<file path="config.mk">
export PLATFORM = sky130hd
export DESIGN_NAME = riscv_decode_flat
export DESIGN_NICKNAME = d
export VERILOG_FILES = /design/src/rtl/riscv_decode_if.sv /design/src/rtl/riscv_decode.sv /design/src/flat_wrapper.sv
export SDC_FILE = /design/constraint.sdc
export NUM_CORES = 1
export LEC_CHECK = 0
export CAP_MARGIN = 40
export CORE_MARGIN = 2
export CORE_UTILIZATION = 35
export DETAILED_ROUTE_END_ITERATION = 10
export PLACE_DENSITY = 0.79
export SLEW_MARGIN = 10
export SYNTH_ARGS = -nofsm -noshare
export SYNTH_HDL_FRONTEND = slang
export SYNTH_SLANG_ARGS = --single-unit
</file>
<file path="constraint.sdc">
create_clock -name clk -period 1.39 [get_ports clk]
set_input_delay 0.139 -clock clk [delete_from_list [all_inputs] [get_ports clk]]
set_output_delay 0.139 -clock clk [all_outputs]
set_load 0.05 [all_outputs]
</file>
<file path="src/rtl/riscv_decode_if.sv">
// Decode-stage bundle: instruction word in, registered decode fields and flags out.
interface riscv_decode_if;
  logic [31:0] instruction;
  logic [4:0]  rd;
  logic [4:0]  rs1;
  logic [4:0]  rs2;
  logic [31:0] imm;
  logic        is_add;
  logic        is_addi;
  logic        is_beq;
  logic        is_bne;
  logic        is_blt;
  logic        is_bge;
  logic        is_bltu;
  logic        is_bgeu;
  logic        incorrect;

  modport master (
    output instruction,
    input  rd, rs1, rs2, imm,
    input  is_add, is_addi, is_beq, is_bne, is_blt, is_bge, is_bltu, is_bgeu,
    input  incorrect
  );

  modport slave (
    input  instruction,
    output rd, rs1, rs2, imm,
    output is_add, is_addi, is_beq, is_bne, is_blt, is_bge, is_bltu, is_bgeu,
    output incorrect
  );
endinterface

</file>
<file path="src/rtl/riscv_decode.sv">
// Registered RV32I subset decoder (ADD, ADDI and the six conditional branches).
// Every output is a flop; exactly one flag or incorrect is set out of reset.
module riscv_decode (
  input  logic           clk,
  input  logic           rst,
  riscv_decode_if.slave  dec
);

  localparam logic [6:0] OPC_OP     = 7'b0110011;
  localparam logic [6:0] OPC_OP_IMM = 7'b0010011;
  localparam logic [6:0] OPC_BRANCH = 7'b1100011;

  // flag bit positions: 0 add, 1 addi, 2 beq, 3 bne, 4 blt, 5 bge, 6 bltu, 7 bgeu
  function automatic logic [31:0] imm_i(input logic [31:0] i);
    return {{20{i[31]}}, i[31:20]};
  endfunction

  function automatic logic [31:0] imm_b(input logic [31:0] i);
    return {{19{i[31]}}, i[31], i[7], i[30:25], i[11:8], 1'b0};
  endfunction

  logic [6:0]  opcode_s;
  logic [2:0]  funct3_s;
  logic [6:0]  funct7_s;
  logic [7:0]  flags_s;
  logic [31:0] imm_s;
  logic        incorrect_s;

  logic [4:0]  rd_r;
  logic [4:0]  rs1_r;
  logic [4:0]  rs2_r;
  logic [31:0] imm_r;
  logic [7:0]  flags_r;
  logic        incorrect_r;

  assign opcode_s = dec.instruction[6:0];
  assign funct3_s = dec.instruction[14:12];
  assign funct7_s = dec.instruction[31:25];

  // Combinational decode of the current instruction word into flags and immediate.
  always_comb begin
    flags_s = 8'b0;
    imm_s   = 32'b0;
    case (opcode_s)
      OPC_OP: begin
        if ((funct3_s == 3'b000) && (funct7_s == 7'b0000000)) begin
          flags_s[0] = 1'b1;
        end else begin
          flags_s = 8'b0;
        end
      end
      OPC_OP_IMM: begin
        if (funct3_s == 3'b000) begin
          flags_s[1] = 1'b1;
          imm_s      = imm_i(dec.instruction);
        end else begin
          flags_s = 8'b0;
        end
      end
      OPC_BRANCH: begin
        case (funct3_s)
          3'b000:  flags_s[2] = 1'b1;
          3'b001:  flags_s[3] = 1'b1;
          3'b100:  flags_s[4] = 1'b1;
          3'b101:  flags_s[5] = 1'b1;
          3'b110:  flags_s[6] = 1'b1;
          3'b111:  flags_s[7] = 1'b1;
          default: flags_s    = 8'b0;
        endcase
        // Illegal branch funct3 must leave imm at zero.
        if (flags_s != 8'b0) begin
          imm_s = imm_b(dec.instruction);
        end else begin
          imm_s = 32'b0;
        end
      end
      default: begin
        flags_s = 8'b0;
        imm_s   = 32'b0;
      end
    endcase
    incorrect_s = (flags_s == 8'b0);
  end

  // Output register stage; reset wins over the decode on the same edge.
  always_ff @(posedge clk) begin
    if (rst) begin
      rd_r        <= 5'b0;
      rs1_r       <= 5'b0;
      rs2_r       <= 5'b0;
      imm_r       <= 32'b0;
      flags_r     <= 8'b0;
      incorrect_r <= 1'b0;
    end else begin
      rd_r        <= dec.instruction[11:7];
      rs1_r       <= dec.instruction[19:15];
      rs2_r       <= dec.instruction[24:20];
      imm_r       <= imm_s;
      flags_r     <= flags_s;
      incorrect_r <= incorrect_s;
    end
  end

  assign dec.rd        = rd_r;
  assign dec.rs1       = rs1_r;
  assign dec.rs2       = rs2_r;
  assign dec.imm       = imm_r;
  assign dec.is_add    = flags_r[0];
  assign dec.is_addi   = flags_r[1];
  assign dec.is_beq    = flags_r[2];
  assign dec.is_bne    = flags_r[3];
  assign dec.is_blt    = flags_r[4];
  assign dec.is_bge    = flags_r[5];
  assign dec.is_bltu   = flags_r[6];
  assign dec.is_bgeu   = flags_r[7];
  assign dec.incorrect = incorrect_r;

endmodule

</file>
<file path="src/flat_wrapper.sv">
// flat-port wrapper written by rule: the top's interface ports become plain ports
module riscv_decode_flat 
  (clk, rst, dec_instruction, dec_rd, dec_rs1, dec_rs2, dec_imm, dec_is_add, dec_is_addi, dec_is_beq, dec_is_bne, dec_is_blt, dec_is_bge, dec_is_bltu, dec_is_bgeu, dec_incorrect);
  riscv_decode_if dec_i ();
  input  logic clk;
  input  logic rst;
  input wire logic [$bits(dec_i.instruction)-1:0] dec_instruction;
  output wire logic [$bits(dec_i.rd)-1:0] dec_rd;
  output wire logic [$bits(dec_i.rs1)-1:0] dec_rs1;
  output wire logic [$bits(dec_i.rs2)-1:0] dec_rs2;
  output wire logic [$bits(dec_i.imm)-1:0] dec_imm;
  output wire logic [$bits(dec_i.is_add)-1:0] dec_is_add;
  output wire logic [$bits(dec_i.is_addi)-1:0] dec_is_addi;
  output wire logic [$bits(dec_i.is_beq)-1:0] dec_is_beq;
  output wire logic [$bits(dec_i.is_bne)-1:0] dec_is_bne;
  output wire logic [$bits(dec_i.is_blt)-1:0] dec_is_blt;
  output wire logic [$bits(dec_i.is_bge)-1:0] dec_is_bge;
  output wire logic [$bits(dec_i.is_bltu)-1:0] dec_is_bltu;
  output wire logic [$bits(dec_i.is_bgeu)-1:0] dec_is_bgeu;
  output wire logic [$bits(dec_i.incorrect)-1:0] dec_incorrect;
  assign dec_i.instruction = dec_instruction;
  assign dec_rd = dec_i.rd;
  assign dec_rs1 = dec_i.rs1;
  assign dec_rs2 = dec_i.rs2;
  assign dec_imm = dec_i.imm;
  assign dec_is_add = dec_i.is_add;
  assign dec_is_addi = dec_i.is_addi;
  assign dec_is_beq = dec_i.is_beq;
  assign dec_is_bne = dec_i.is_bne;
  assign dec_is_blt = dec_i.is_blt;
  assign dec_is_bge = dec_i.is_bge;
  assign dec_is_bltu = dec_i.is_bltu;
  assign dec_is_bgeu = dec_i.is_bgeu;
  assign dec_incorrect = dec_i.incorrect;
  riscv_decode u_core (.clk(clk), .rst(rst), .dec(dec_i));
endmodule
</file>
==> results by group <==
STA
  • Max Clock Freq: around 800 MHz
  • Tmin final: 1.284 ns
  • Hold Vio Cnt, Final: 0
  • Worst rel slew slack: between 70 and 80%
  • Final Setup Violations: 0
  • Tightest Pin Transition: ~0.34 ns
  • Final Cycle Share: 92.39%
  • Final worst slack: 0.1058 ns
  • RSZ-0062 raised after global routing: false
  • Max-slew violations: 0
  • Fin Setup TNS: 0 ns

Clocking
  • # hold bufs at CTS: 0
  • CTS H-tree lvls: 2
  • Setup bufs post-CTS: 0
  • Clock-pin slew on the worst setup and hold paths: approximately 0.070 ns
  • Clk sink count: 37
  • CTS buffer count: 5
  • Clock Path Buffers: 2
  • Clock Tree Root: clkbuf_8
  • CTS tree: done

Hold path
  • Hold Path Class: in2reg
  • Hold path depth: 2
  • Worst Hold Endpoint: u_core.dec.rs1[1]
  • Min-delay src: dec_instruction[16]

Pwr
  • Peak VDD IR: roughly 0.00060 V
  • Leakage: roughly 1.0 nW
  • Pwr dens: roughly 1000 nW/um^2

Logic synthesis
  • Synth cell types: 23
  • Syn Nets: between 150 and 200
  • Synthesized area: 1359 sq um
  • Yosys warning count: 0
  • Mean Syn Cell Area: between 10 and 15 sq um
  • Post-synthesis sequential area ratio: between 50% and 60%
  • Syn Inst Count: 128
  • Flops & latches, synth: 37

Floorplan
  • Initial Utilization: roughly 37%
  • Die H: between 60 and 70 um
  • Core box area: 3689 sq um
  • Top Ports: 90
  • Die area: ~4400 sq um
  • Cell Rows: 22
  • Die X: about 66 um

Setup path
  • Worst setup SP type: input pin
  • Crit path kind: in2reg
  • CP max stage cell: clkdlybuf4s50_1
  • Worst-path cell chain: clkdlybuf4s50_1, buf_4, nor3b_4, buf_4, buf_12, nand4_1, a21oi_1
  • Slowest stage delay, CP: about 0.47 ns
  • Most Frequent Cell on Critical Path: buf_4
  • CP max FO: 5
  • Critical path's top delay family: buffers and inverters
  • Crit end category: flop
  • WP buf/inv: 4
  • WP depth: 7
  • Worst EP arrival: about 1.5 ns
  • Crit path required time: ~1.6 ns
  • CP startpoint: dec_instruction[5]

Drt
  • Number of remaining DRC errors: 0
  • DR vias/cell: between 4 and 5
  • Vias: roughly 1,200
  • Routed Antenna Nets: 0
  • TritonRoute pass-1 iters: 4
  • WL final: 3.680 mm
  • Starting DRT DRC Count: 39
  • Drt wl/cell: between 10 and 15 um

Final layout
  • Finished Layout Cells: approximately 270
  • Area of the multi-input gates: around 450 sq um
  • Ant. Diodes: 0
  • Register area: 740.7 sq um
  • Final instance area: about 2500 sq um
  • Layout fillers: 289
  • Final nets: 252
  • Area Overhead vs Synth: 87.48%
  • Layout cell share with drive strength beyond 1: between 30% and 40%

Placement
  • Buffers on Ports: 89
  • Placed insts: between 200 and 300
  • Pre-CTS setup slack: -0.2417 ns
  • HPWL Detailed: about 2.9 mm
  • Placed cell area: 2404 sq um
  • Gp weighted congestion: ~0.79

Global routing
  • Largest net degree at the start of global routing: 21
  • First-pass GRT wire length: 5.706 mm
  • Grt ovf: 0
  • Initial antenna violation count: 0
  • Vias in the first global route: approximately 1,100
  • GRT Overall Usage: a little under a fifth

Job
  • Max Cap Viol: 0

Status
  • Status: completed
## layout by cell type (no fill, tap or decap)
cell | Yosys | layout
a21boi_0 | 1 | 1
a21oi_1 | 5 | 5
a22oi_2 | 1 | 1
and3b_1 | 1 | 1
and4bb_2 | 1 | 1
buf_12 | 0 | 22
buf_4 | 22 | 51
bufinv_16 | 0 | 2
clkbuf_8 | 0 | 5
clkdlybuf4s50_1 | 0 | 33
dfxtp_1 | 37 | 37
inv_1 | 1 | 1
inv_6 | 0 | 1
nand2_1 | 3 | 3
nand2b_1 | 3 | 3
nand3_1 | 4 | 4
nand4_1 | 11 | 11
nor2_1 | 3 | 3
nor2b_1 | 16 | 16
nor3_1 | 3 | 3
nor3_4 | 1 | 1
nor3b_1 | 8 | 8
nor3b_4 | 1 | 1
nor4_1 | 2 | 2
nor4b_2 | 0 | 1
o211ai_1 | 1 | 1
o311a_1 | 1 | 1
## final cells by class
class                           instances  area share, %
Clock inverter                          3          2.701
Tap cell                               48          2.358
Inverter                                1         0.1473
Multi-Input combinational cell         67          17.73
Sequential cell                        37          29.08
Timing Repair Buffer                  106          45.29
Clock buffer                            5          2.701
## flip-flops by register name (all words and copies together), names as in the netlist
register              count
u_core.dec.incorrect      1
u_core.flags_r            8
u_core.dec.rd             5
u_core.dec.rs1            5
u_core.dec.rs2            5
u_core.dec.imm           13
## per-layer routing
layer  vias to the layer above  GRT usage (%)  wire (um)
met3                         5          6.985        335
li1                        607              -          -
met2                        58          29.63       1804
met4                         0          9.184         77
met5                         -              0          0
met1                       544          20.72       1463
## power breakdown
part	switching, mW	internal, mW	leakage [nW]	total, mW
sequential	0.00673	1.08	0.303	1.09
combinational	0.179	0.170	0.668	0.348
clock	0.393	0.722	0.0687	1.12
## kinds of logic after synthesis
kind of cell	after synthesis	synth area share, %
and+or+nand+nor	58	28.18
buffers and inverters	24	12.71
AOI/OAI and AO/OA	9	4.604
DFF	37	54.51
## worst max path at each step
stage | endpoint | slack [ns]
after floorplan | dec_imm[13] | 0.02
after global placement | u_core.dec.incorrect | -0.14
after detailed placement | u_core.dec.incorrect | -0.24
after CTS | u_core.dec.incorrect | 0.04
after global routing | u_core.dec.imm[2] | 0.007
final | u_core.dec.imm[4] | 0.11
## through the flow
stage                     util (%)  hold WS (ns)  total power, mW
after floorplan                  -        0.2106            1.268
after global placement       65.16        0.5888            1.456
after detailed placement     65.16        0.5901            1.462
after CTS                    68.89        0.3916            2.584
after global routing         69.06        0.4004            2.644
final                        69.06        0.4072            2.554
## timing repair
item / CTS / global route
endpoints found under the setup margin: 0 / 1
hold endpoints to repair: 0 / 0
resized for setup: 0 / 1
## cell usage after synthesis, drive strengths merged
cell type | instances | area [sq um]
o211ai | 1 | 7.510
and4bb | 1 | 12.51
nand3 | 4 | 20.02
nor2b | 16 | 100.1
a22oi | 1 | 12.51
nor3 | 4 | 31.28
o311a | 1 | 10.01
and3b | 1 | 8.760
nor2 | 3 | 11.26
nor4 | 2 | 12.51
nor3b | 9 | 78.83
nor4b | 1 | 8.760
a21boi | 1 | 7.510
clkbuf | 1 | 3.750
buf | 22 | 165.2
nand2b | 3 | 18.77
inv | 1 | 3.750
nand2 | 3 | 11.26
nand4 | 11 | 68.82
a21oi | 5 | 25.02
dfxtp | 37 | 740.7
No activity file was read; power rests on OpenSTA's default activity.
